## config.mk

```make
export PLATFORM = sky130hd
export DESIGN_NAME = bin_load_update
export DESIGN_NICKNAME = d
export VERILOG_FILES = /design/src/rtl/bin_load_update_pkg.sv /design/src/rtl/bin_load_update_addr_cnt.sv /design/src/rtl/bin_load_update.sv
export SDC_FILE = /design/constraint.sdc
export NUM_CORES = 1
export LEC_CHECK = 0
export CORE_AREA = 2 2 461 463
export CTS_CLUSTER_SIZE = 20
export DETAILED_ROUTE_END_ITERATION = 6
export DIE_AREA = 0 0 463 465
export SKIP_CTS_REPAIR_TIMING = 1
export SLEW_MARGIN = 10
export SYNTH_ARGS = -nofsm -noshare
export SYNTH_HDL_FRONTEND = slang
export SYNTH_SLANG_ARGS = --single-unit
export TNS_END_PERCENT = 1
```

## constraint.sdc

```tcl
create_clock -name clk -period 6.8 [get_ports clk]
set_clock_uncertainty 0.15 [all_clocks]
set_input_delay 0.68 -clock clk [delete_from_list [all_inputs] [get_ports clk]]
set_output_delay 0.68 -clock clk [all_outputs]
set_load 0.01 [all_outputs]
```

## src/rtl/bin_load_update_pkg.sv

```systemverilog
`default_nettype none
// ============================================================================
// Module      : bin_load_update_pkg
// Description : Shared sat package: bin geometry, datapath widths and the
//               state encoding of the bin load/update controller.
// Revision    : 1.0 - initial release
// ============================================================================
package bin_load_update_pkg;

    // Bin geometry
    localparam int c_NUM_CLAUSES      = 8;
    localparam int c_NUM_VARS         = 8;
    localparam int c_NUM_LVLS         = 8;

    // Datapath widths
    localparam int c_WIDTH_BIN_ID     = 10;
    localparam int c_WIDTH_LVL        = 16;
    localparam int c_WIDTH_VAR_STATES = 19;
    localparam int c_WIDTH_LVL_STATES = 11;

    // Controller state encoding
    localparam int         c_STATE_W   = 3;
    localparam logic [2:0] c_ST_IDLE   = 3'd0;
    localparam logic [2:0] c_ST_LD_C   = 3'd1;
    localparam logic [2:0] c_ST_LD_S   = 3'd2;
    localparam logic [2:0] c_ST_START  = 3'd3;
    localparam logic [2:0] c_ST_WAIT   = 3'd4;
    localparam logic [2:0] c_ST_UPD_C  = 3'd5;
    localparam logic [2:0] c_ST_UPD_S  = 3'd6;
    localparam logic [2:0] c_ST_DONE   = 3'd7;

endpackage
`default_nettype wire

```

## src/rtl/bin_load_update_addr_cnt.sv

```systemverilog
`default_nettype none
// ============================================================================
// Module      : bin_addr_cnt
// Description : Clause index sequencer shared by the load and update phases.
//               While i_run is high it issues indices 0..NUM_IDX-1 on
//               consecutive cycles, then raises o_last for one extra cycle.
//               o_strb / o_strb_idx follow each issued index one cycle later,
//               covering the one-cycle latency of the memory or core read.
// Revision    : 1.0 - initial release
// ============================================================================
module bin_addr_cnt #(
    parameter int NUM_IDX = 8,
    parameter int IDX_W   = $clog2(NUM_IDX)
) (
    input  logic               clk,
    input  logic               rst,
    input  logic               i_run,
    output logic               o_issue,
    output logic [IDX_W-1:0]   o_idx,
    output logic [NUM_IDX-1:0] o_onehot,
    output logic [NUM_IDX-1:0] o_strb,
    output logic [IDX_W-1:0]   o_strb_idx,
    output logic               o_last
);

    localparam int               c_CNT_W = $clog2(NUM_IDX + 1);
    localparam logic [c_CNT_W-1:0] c_LAST = c_CNT_W'(NUM_IDX);

    logic [c_CNT_W-1:0] r_cnt;
    logic [NUM_IDX-1:0] r_strb;
    logic [IDX_W-1:0]   r_strb_idx;

    // Counter value NUM_IDX is the trailing cycle that drains the last strobe
    assign o_issue    = i_run && (r_cnt != c_LAST);
    assign o_last     = i_run && (r_cnt == c_LAST);
    assign o_idx      = r_cnt[IDX_W-1:0];
    assign o_onehot   = {{(NUM_IDX-1){1'b0}}, 1'b1} << o_idx;
    assign o_strb     = r_strb;
    assign o_strb_idx = r_strb_idx;

    // Index counter: parks at zero whenever the phase is not running
    always_ff @(posedge clk or posedge rst) begin
        if (rst) begin
            r_cnt <= '0;
        end else if (!i_run) begin
            r_cnt <= '0;
        end else if (!o_last) begin
            r_cnt <= r_cnt + 1'b1;
        end
    end

    // Delayed one-hot strobe and index of the previously issued read
    always_ff @(posedge clk or posedge rst) begin
        if (rst) begin
            r_strb     <= '0;
            r_strb_idx <= '0;
        end else begin
            r_strb     <= o_issue ? o_onehot : '0;
            r_strb_idx <= o_idx;
        end
    end

endmodule
`default_nettype wire

```

## src/rtl/bin_load_update.sv

```systemverilog
`default_nettype none
// ============================================================================
// Module      : bin_load_update
// Description : Loads one bin (clauses plus variable/level state) from the
//               clause and state memories into the solver core, starts the
//               core, and on a satisfiable result writes the bin back.
// Revision    : 1.0 - initial release
// ============================================================================
module bin_load_update
    import bin_load_update_pkg::*;
#(
    parameter int NUM_CLAUSES      = c_NUM_CLAUSES,
    parameter int NUM_VARS         = c_NUM_VARS,
    parameter int NUM_LVLS         = c_NUM_LVLS,
    parameter int WIDTH_BIN_ID     = c_WIDTH_BIN_ID,
    parameter int WIDTH_LVL        = c_WIDTH_LVL,
    parameter int WIDTH_VAR_STATES = c_WIDTH_VAR_STATES,
    parameter int WIDTH_LVL_STATES = c_WIDTH_LVL_STATES
) (
    input  logic                                       clk,
    input  logic                                       rst,
    // Control
    input  logic                                       start_i,
    input  logic [WIDTH_BIN_ID-1:0]                    bin_id_i,
    input  logic [WIDTH_LVL-1:0]                       load_lvl_i,
    input  logic [WIDTH_LVL-1:0]                       base_lvl_i,
    output logic                                       busy_o,
    output logic                                       done_o,
    output logic                                       sat_o,
    output logic                                       unsat_o,
    // Solver core
    output logic                                       start_core_o,
    input  logic                                       done_core_i,
    input  logic                                       sat_i,
    input  logic                                       unsat_i,
    output logic [WIDTH_LVL-1:0]                       cur_bin_num_o,
    output logic [WIDTH_LVL-1:0]                       load_lvl_o,
    output logic                                       base_lvl_en_o,
    output logic [WIDTH_LVL-1:0]                       base_lvl_o,
    output logic [NUM_CLAUSES-1:0]                     rd_carray_o,
    output logic [NUM_CLAUSES-1:0]                     wr_carray_o,
    output logic [NUM_VARS*2-1:0]                      clause_o,
    input  logic [NUM_VARS*2-1:0]                      clause_i,
    output logic [NUM_VARS-1:0]                        wr_var_states_o,
    output logic [WIDTH_VAR_STATES*NUM_VARS-1:0]       vars_states_o,
    input  logic [WIDTH_VAR_STATES*NUM_VARS-1:0]       vars_states_i,
    output logic [NUM_LVLS-1:0]                        wr_lvl_states_o,
    output logic [WIDTH_LVL_STATES*NUM_LVLS-1:0]       lvl_states_o,
    input  logic [WIDTH_LVL_STATES*NUM_LVLS-1:0]       lvl_states_i,
    // Clause memory
    output logic                                       cm_rd_o,
    output logic                                       cm_wr_o,
    output logic [WIDTH_BIN_ID+$clog2(NUM_CLAUSES)-1:0] cm_addr_o,
    output logic [NUM_VARS*2-1:0]                      cm_wdata_o,
    input  logic [NUM_VARS*2-1:0]                      cm_rdata_i,
    // State memory
    output logic                                       sm_rd_o,
    output logic                                       sm_wr_o,
    output logic [WIDTH_BIN_ID-1:0]                    sm_addr_o,
    input  logic [WIDTH_VAR_STATES*NUM_VARS-1:0]       sm_vs_rdata_i,
    output logic [WIDTH_VAR_STATES*NUM_VARS-1:0]       sm_vs_wdata_o,
    input  logic [WIDTH_LVL_STATES*NUM_LVLS-1:0]       sm_ls_rdata_i,
    output logic [WIDTH_LVL_STATES*NUM_LVLS-1:0]       sm_ls_wdata_o
);

    localparam int c_IDX_W = $clog2(NUM_CLAUSES);

    logic [c_STATE_W-1:0]    r_state;
    logic [c_STATE_W-1:0]    w_state_nxt;
    logic [WIDTH_BIN_ID-1:0] r_bin;
    logic [WIDTH_LVL-1:0]    r_load_lvl;
    logic [WIDTH_LVL-1:0]    r_base_lvl;
    logic                    r_lds_ph;
    logic                    r_sat;
    logic                    r_unsat;
    logic [NUM_VARS*2-1:0]   r_clause_wb;

    logic                    w_idle;
    logic                    w_ldc;
    logic                    w_lds;
    logic                    w_wait;
    logic                    w_updc;
    logic                    w_upds;
    logic                    w_accept;
    logic                    w_ls_wr;
    logic                    w_run;
    logic                    w_issue;
    logic                    w_last;
    logic [c_IDX_W-1:0]      w_idx;
    logic [NUM_CLAUSES-1:0]  w_onehot;
    logic [NUM_CLAUSES-1:0]  w_strb;
    logic [c_IDX_W-1:0]      w_strb_idx;
    logic                    w_strb_any;

    assign w_idle     = (r_state == c_ST_IDLE);
    assign w_ldc      = (r_state == c_ST_LD_C);
    assign w_lds      = (r_state == c_ST_LD_S);
    assign w_wait     = (r_state == c_ST_WAIT);
    assign w_updc     = (r_state == c_ST_UPD_C);
    assign w_upds     = (r_state == c_ST_UPD_S);
    assign w_accept   = w_idle && start_i;
    assign w_ls_wr    = w_lds && r_lds_ph;
    assign w_run      = w_ldc || w_updc;
    assign w_strb_any = |w_strb;

    // One sequencer serves both the clause load and the clause writeback
    bin_addr_cnt #(
        .NUM_IDX    (NUM_CLAUSES),
        .IDX_W      (c_IDX_W)
    ) u_addr_cnt (
        .clk        (clk),
        .rst        (rst),
        .i_run      (w_run),
        .o_issue    (w_issue),
        .o_idx      (w_idx),
        .o_onehot   (w_onehot),
        .o_strb     (w_strb),
        .o_strb_idx (w_strb_idx),
        .o_last     (w_last)
    );

    // State register
    always_ff @(posedge clk or posedge rst) begin
        if (rst) begin
            r_state <= c_ST_IDLE;
        end else begin
            r_state <= w_state_nxt;
        end
    end

    // Next-state logic; a core result with unsat set skips writeback
    always_comb begin
        w_state_nxt = r_state;
        case (r_state)
            c_ST_IDLE:  if (start_i)     w_state_nxt = c_ST_LD_C;
            c_ST_LD_C:  if (w_last)      w_state_nxt = c_ST_LD_S;
            c_ST_LD_S:  if (r_lds_ph)    w_state_nxt = c_ST_START;
            c_ST_START:                  w_state_nxt = c_ST_WAIT;
            c_ST_WAIT:  if (done_core_i) w_state_nxt = unsat_i ? c_ST_DONE : c_ST_UPD_C;
            c_ST_UPD_C: if (w_last)      w_state_nxt = c_ST_UPD_S;
            c_ST_UPD_S:                  w_state_nxt = c_ST_DONE;
            c_ST_DONE:                   w_state_nxt = c_ST_IDLE;
            default:                     w_state_nxt = c_ST_IDLE;
        endcase
    end

    // Request parameters are captured once and held for the whole job
    always_ff @(posedge clk or posedge rst) begin
        if (rst) begin
            r_bin      <= '0;
            r_load_lvl <= '0;
            r_base_lvl <= '0;
        end else if (w_accept) begin
            r_bin      <= bin_id_i;
            r_load_lvl <= load_lvl_i;
            r_base_lvl <= base_lvl_i;
        end
    end

    // State-load phase: first cycle reads memory, second cycle writes core
    always_ff @(posedge clk or posedge rst) begin
        if (rst) begin
            r_lds_ph <= 1'b0;
        end else begin
            r_lds_ph <= w_lds && !r_lds_ph;
        end
    end

    // Core verdict; sat and unsat together resolve to unsat
    always_ff @(posedge clk or posedge rst) begin
        if (rst) begin
            r_sat   <= 1'b0;
            r_unsat <= 1'b0;
        end else if (w_accept) begin
            r_sat   <= 1'b0;
            r_unsat <= 1'b0;
        end else if (w_wait && done_core_i) begin
            r_sat   <= sat_i && !unsat_i;
            r_unsat <= unsat_i;
        end
    end

    // Core clause read is combinational; stage it before the memory write
    always_ff @(posedge clk or posedge rst) begin
        if (rst) begin
            r_clause_wb <= '0;
        end else if (w_updc && w_issue) begin
            r_clause_wb <= clause_i;
        end
    end

    // Control/status
    assign busy_o        = !w_idle;
    assign done_o        = (r_state == c_ST_DONE);
    assign sat_o         = done_o && r_sat;
    assign unsat_o       = done_o && r_unsat;

    // Core interface
    assign start_core_o    = (r_state == c_ST_START);
    assign cur_bin_num_o   = {{(WIDTH_LVL-WIDTH_BIN_ID){1'b0}}, r_bin};
    assign load_lvl_o      = r_load_lvl;
    assign base_lvl_o      = r_base_lvl;
    assign base_lvl_en_o   = w_ls_wr;
    assign wr_carray_o     = w_ldc ? w_strb : '0;
    assign clause_o        = (w_ldc && w_strb_any) ? cm_rdata_i : '0;
    assign rd_carray_o     = (w_updc && w_issue) ? w_onehot : '0;
    assign wr_var_states_o = {NUM_VARS{w_ls_wr}};
    assign wr_lvl_states_o = {NUM_LVLS{w_ls_wr}};
    assign vars_states_o   = w_ls_wr ? sm_vs_rdata_i : '0;
    assign lvl_states_o    = w_ls_wr ? sm_ls_rdata_i : '0;

    // Clause memory: reads during load, staged writes during update
    assign cm_rd_o    = w_ldc && w_issue;
    assign cm_wr_o    = w_updc && w_strb_any;
    assign cm_addr_o  = cm_rd_o ? {r_bin, w_idx} :
                        cm_wr_o ? {r_bin, w_strb_idx} : '0;
    assign cm_wdata_o = cm_wr_o ? r_clause_wb : '0;

    // State memory
    assign sm_rd_o       = w_lds && !r_lds_ph;
    assign sm_wr_o       = w_upds;
    assign sm_addr_o     = (sm_rd_o || sm_wr_o) ? r_bin : '0;
    assign sm_vs_wdata_o = w_upds ? vars_states_i : '0;
    assign sm_ls_wdata_o = w_upds ? lvl_states_i : '0;

endmodule
`default_nettype wire

```

==> impl_results.html <==
<table>
<tr><th>Metric</th><th>Value</th></tr>
<tr><th colspan="2">Run status</th></tr>
<tr><td>Status</td><td>finished clean</td></tr>
<tr><th colspan="2">CTS</th></tr>
<tr><td>Clock Pin Slew Worst Setup and Hold Paths</td><td>0.08 ns</td></tr>
<tr><td>Clock Tree Buf Depth</td><td>2</td></tr>
<tr><td>Clock root buffer</td><td>sky130_fd_sc_hd__clkbuf_16</td></tr>
<tr><td>Clock tree from TritonCTS</td><td>done</td></tr>
<tr><td>Number of levels in the clock H-tree</td><td>3</td></tr>
<tr><td>Total CTS buffers</td><td>9</td></tr>
<tr><td>Clock sink count</td><td>79</td></tr>
<tr><td>Clock network latency to the later pin of the worst-skew pair</td><td>0.43 ns</td></tr>
<tr><th colspan="2">Synth</th></tr>
<tr><td>Warning count from the yosys run</td><td>0</td></tr>
<tr><td>Combined area of all synthesized cells</td><td>7150 µm²</td></tr>
<tr><td>Portion of the post-synthesis area used by sequential elements</td><td>27.7%</td></tr>
<tr><td>Fraction of the mapped netlist area in compound gates</td><td>1.58%</td></tr>
<tr><td>Simple-gate area share of the yosys netlist</td><td>52.5%</td></tr>
<tr><td>Flip-flop and latch count after synthesis</td><td>79</td></tr>
<tr><td>Share of flip-flops with an asynchronous set or reset</td><td>100%</td></tr>
<tr><td>Number of enable flip-flop cells after synthesis</td><td>0</td></tr>
<tr><td>Number of library cell types mapped by synthesis</td><td>41</td></tr>
<tr><td>Mapped Avg Cell Area</td><td>8.38 µm²</td></tr>
<tr><td>Fraction of synthesized area in multiplexers</td><td>9.42%</td></tr>
<tr><td>Dominant combinational cell family by area after synthesis</td><td>simple AND/OR/NAND/NOR gates</td></tr>
<tr><td>Synth Area in Adders</td><td>1.05%</td></tr>
<tr><td>Cell count after synthesis</td><td>853</td></tr>
<tr><td>Parity-gate share of the synthesized area counting xor and xnor cells</td><td>0.368%</td></tr>
<tr><td>Main flop type after synthesis</td><td>sky130_fd_sc_hd__dfrtp_1</td></tr>
<tr><th colspan="2">Critical path</th></tr>
<tr><td>Timing endpoint of the critical path</td><td>vars_states_o[130]</td></tr>
<tr><td>Reg2reg setup slack</td><td>4.15 ns</td></tr>
<tr><td>CP max stage delay</td><td>1.03 ns</td></tr>
<tr><td>Worst reg2reg startpoint</td><td>r_state[2]</td></tr>
<tr><td>Worst setup path category</td><td>register to primary output</td></tr>
<tr><td>Buf/Inv on CP</td><td>2</td></tr>
<tr><td>CP Launch Type</td><td>register</td></tr>
<tr><td>Crit path arrival time</td><td>3.60 ns</td></tr>
<tr><td>Critical path endpoint category</td><td>primary output</td></tr>
<tr><td>Timing startpoint of the critical path</td><td>r_state[2]</td></tr>
<tr><td>Sequence of cells on the critical path</td><td>and4bb_4 &gt; buf_12 &gt; and2_1 &gt; clkdlybuf4s50_1</td></tr>
<tr><td>Count of cells along the worst register-to-register path</td><td>3</td></tr>
<tr><td>R2R Path End</td><td>r_clause_wb[7]</td></tr>
<tr><td>Cell type group with the largest total delay on the critical path</td><td>simple AND/OR/NAND/NOR gates</td></tr>
<tr><td>Total number of cells along the worst setup path</td><td>4</td></tr>
<tr><td>Highest-delay cell along the critical path</td><td>sky130_fd_sc_hd__and4bb_4</td></tr>
<tr><td>Worst Path Required</td><td>5.97 ns</td></tr>
<tr><td>CP Max Fanout</td><td>180</td></tr>
<tr><th colspan="2">STA</th></tr>
<tr><td>Final setup violation count</td><td>0</td></tr>
<tr><td>FMAX</td><td>226 MHz</td></tr>
<tr><td>Post-layout worst setup margin</td><td>2.37 ns</td></tr>
<tr><td>Rel. slew slack</td><td>36.5%</td></tr>
<tr><td>RSZ-0062 raised after global routing</td><td>no</td></tr>
<tr><td>Setup total negative slack</td><td>0 ns</td></tr>
<tr><td>Final Hold Viols</td><td>0</td></tr>
<tr><td>Share of the clock period used by the worst path after layout</td><td>65.1%</td></tr>
<tr><td>Slew Limit Fails</td><td>0</td></tr>
<tr><td>Post-layout minimum cycle time</td><td>4.43 ns</td></tr>
<tr><td>Tightest Pin Transition</td><td>0.948 ns</td></tr>
<tr><th colspan="2">Final layout</th></tr>
<tr><td>Most frequent standard cell in the layout excluding fill and tap cells</td><td>sky130_fd_sc_hd__clkdlybuf4s50_1</td></tr>
<tr><td>Final core utilization</td><td>10.7%</td></tr>
<tr><td>Layout area overhead</td><td>215%</td></tr>
<tr><td>Post-layout nets</td><td>2532</td></tr>
<tr><td>Fraction of layout cells with a size suffix above 1</td><td>4.97%</td></tr>
<tr><td>Commonest non-fill, non-tap cells in the layout</td><td>sky130_fd_sc_hd__clkdlybuf4s50_1, sky130_fd_sc_hd__and2_1, sky130_fd_sc_hd__dfrtp_1, sky130_fd_sc_hd__mux2_2, sky130_fd_sc_hd__nor2_1</td></tr>
<tr><td>Register cell area after layout</td><td>1980 µm²</td></tr>
<tr><td>FILL cells</td><td>24355</td></tr>
<tr><td>Multi-input gate area</td><td>4680 µm²</td></tr>
<tr><th colspan="2">Place</th></tr>
<tr><td>Pre-CTS setup slack</td><td>2.72 ns</td></tr>
<tr><td>Placed wire-length estimate after detailed placement</td><td>142000 µm</td></tr>
<tr><td>Number of port buffers</td><td>1178</td></tr>
<tr><td>Routability congestion estimate from global placement</td><td>0.889</td></tr>
<tr><th colspan="2">Global routing</th></tr>
<tr><td>Aggregate global-route resource usage</td><td>13.4%</td></tr>
<tr><td>Final global-route overflow total</td><td>0</td></tr>
<tr><td>Number of global-route vias before repair</td><td>11510</td></tr>
<tr><td>Number of antenna violations at the first check in global routing</td><td>298</td></tr>
<tr><td>First-pass GRT wire length</td><td>175000 µm</td></tr>
<tr><td>Pin count of the biggest net entering global routing</td><td>180</td></tr>
<tr><th colspan="2">Worst hold path</th></tr>
<tr><td>Worst hold path type</td><td>register to register</td></tr>
<tr><th colspan="2">Run</th></tr>
<tr><td>Max_cap viols</td><td>0</td></tr>
<tr><th colspan="2">Route</th></tr>
<tr><td>Vias after detailed routing</td><td>11957</td></tr>
<tr><td>Remaining design rule violation count</td><td>0</td></tr>
<tr><td>Average vias per placed instance</td><td>2.48</td></tr>
<tr><td>DRC violation total after the first TritonRoute iteration</td><td>481</td></tr>
<tr><td>Average detailed-routed wire length per instance</td><td>31.0 µm</td></tr>
<tr><td>Routed WL</td><td>150000 µm</td></tr>
<tr><td>Post-route ant nets</td><td>0</td></tr>
<tr><td>DRT Pass-1 Iters</td><td>4</td></tr>
<tr><th colspan="2">Power and ir drop</th></tr>
<tr><td>Power share of the sequential group</td><td>19.6%</td></tr>
<tr><td>Power share of the combinational group</td><td>67.0%</td></tr>
<tr><td>Pint</td><td>2.53 mW</td></tr>
<tr><td>Leakage power of the design</td><td>7.61 nW</td></tr>
<tr><td>Net Sw Frac</td><td>42.0%</td></tr>
<tr><td>Power dissipated by switching net loads</td><td>1.84 mW</td></tr>
<tr><td>Power per Cell Area</td><td>194 nW/µm²</td></tr>
<tr><td>Peak VDD IR</td><td>0.133 mV</td></tr>
<tr><td>Portion of total power attributed to the clock network</td><td>13.4%</td></tr>
<tr><th colspan="2">Die</th></tr>
<tr><td>Boundary Pins</td><td>1185</td></tr>
<tr><td>Std-Cell Core Area</td><td>211000 µm²</td></tr>
<tr><td>Site Rows</td><td>169</td></tr>
<tr><td>Die Footprint</td><td>215000 µm²</td></tr>
<tr><td>Die outline width</td><td>463 µm</td></tr>
<tr><td>Die Y</td><td>465 µm</td></tr>
<tr><td>Initial cell density of the core</td><td>3.39%</td></tr>
</table>
-- power groups by stage --
stage,clock [mW],sequential [mW],combinational (mW)
finish,0.586,0.857,2.93
detailed placement,0,0.861,2.99
global route,0.627,0.885,3.11
CTS,0.622,0.853,3.00
floorplan,0,0.848,1.05
global placement,0,0.844,2.97
-- per-layer routing --
| metal | up-vias | GRT usage (%) | share of wire [%] |
|---|---|---|---|
| met2 | 1155 | 19.6 | 40 |
| met5 | - | 0 | 0.70 |
| met4 | 158 | 2.79 | 2.4 |
| met1 | 5393 | 15.3 | 39 |
| li1 | 4878 | - | - |
| met3 | 373 | 10.5 | 18 |
-- worst register-to-register path: stages (launching register included) --
cell,delay [ns]
sky130_fd_sc_hd__dfrtp_1,0.75
sky130_fd_sc_hd__nand3b_1,0.36
sky130_fd_sc_hd__nor2b_2,0.83
sky130_fd_sc_hd__mux2_2,0.43
-- flip-flops by register name (all words and copies together) (netlist names) --
signal / count
base_lvl_o: 16
load_lvl_o: 16
r_clause_wb: 16
r_bin: 10
u_addr_cnt.o_strb: 8
u_addr_cnt.r_cnt: 4
r_state: 3
u_addr_cnt.o_strb_idx: 3
r_lds_ph: 1
r_sat: 1
r_unsat: 1
-- area by class of cell --
class	count	area share [%]
inverter	5	0.0946
tap	2821	15.7
timing repair buffer	1188	52.9
sequential	79	8.79
clock inverter	7	0.378
clock buffer	9	1.00
multi-input combinational	683	20.8
antenna	33	0.367
-- kinds of logic (layout without fill, tap and decap cells) --
kind of cell / Yosys count / in the layout
simple gates: 593 / 593
buf+inv: 96 / 1209
flops: 79 / 79
mux: 60 / 60
compound gates: 15 / 15
fa+ha+maj: 6 / 6
xor+xnor: 3 / 3
other cells: 1 / 39
-- how the worst min path moves through the flow --
| stage | endpoint | from | slack (ns) | depth (start not counted) |
|---|---|---|---|---|
| 2_1_floorplan | u_addr_cnt.o_strb_idx[1] | u_addr_cnt.r_cnt[1] | 0.31 | 0 |
| 3_3_place_gp | r_unsat | r_unsat | 0.33 | 1 |
| 3_5_place_dp | r_sat | r_sat | 0.34 | 1 |
| 4_1_cts | r_sat | r_sat | 0.35 | 1 |
| 5_1_grt | load_lvl_o[4] | load_lvl_o[4] | 0.37 | 1 |
| 6_report | r_sat | r_sat | 0.35 | 1 |
-- cells in the mapped netlist (2+ instances only) --
cell type	number	area, µm²
sky130_fd_sc_hd__nor2_1	11	41.3
sky130_fd_sc_hd__ha_1	6	75.1
sky130_fd_sc_hd__o21a_1	3	22.5
sky130_fd_sc_hd__and2_1	536	3350
sky130_fd_sc_hd__xnor2_1	2	17.5
sky130_fd_sc_hd__o21ai_0	2	10.0
sky130_fd_sc_hd__nor3_1	2	10.0
sky130_fd_sc_hd__inv_1	5	18.8
sky130_fd_sc_hd__a22o_1	3	26.3
sky130_fd_sc_hd__dfrtp_1	79	1980
sky130_fd_sc_hd__buf_6	5	56.3
sky130_fd_sc_hd__nor2b_1	3	18.8
sky130_fd_sc_hd__and4bb_2	2	25.0
sky130_fd_sc_hd__clkbuf_2	21	105
sky130_fd_sc_hd__clkbuf_1	32	120
sky130_fd_sc_hd__mux2_2	58	653
sky130_fd_sc_hd__mux2i_1	2	20.0
sky130_fd_sc_hd__buf_2	8	40.0
sky130_fd_sc_hd__nor4_2	2	25.0
sky130_fd_sc_hd__nand2_1	6	22.5
sky130_fd_sc_hd__a21oi_1	2	10.0
sky130_fd_sc_hd__and3_1	10	62.6
sky130_fd_sc_hd__buf_4	25	188
sky130_fd_sc_hd__nor3b_1	11	82.6
-- per-stage QoR --
step	power (mW)	cells	instance area, µm²	hold slack, ns
2_1_floorplan	1.90	858	7170	0.307
3_3_place_gp	3.81	4776	22100	0.329
3_5_place_dp	3.86	4776	22100	0.335
4_1_cts	4.48	4792	22400	0.352
5_1_grt	4.63	4808	22400	0.374
6_report	4.37	4825	22500	0.349
(Power assumes the default switching activity.)
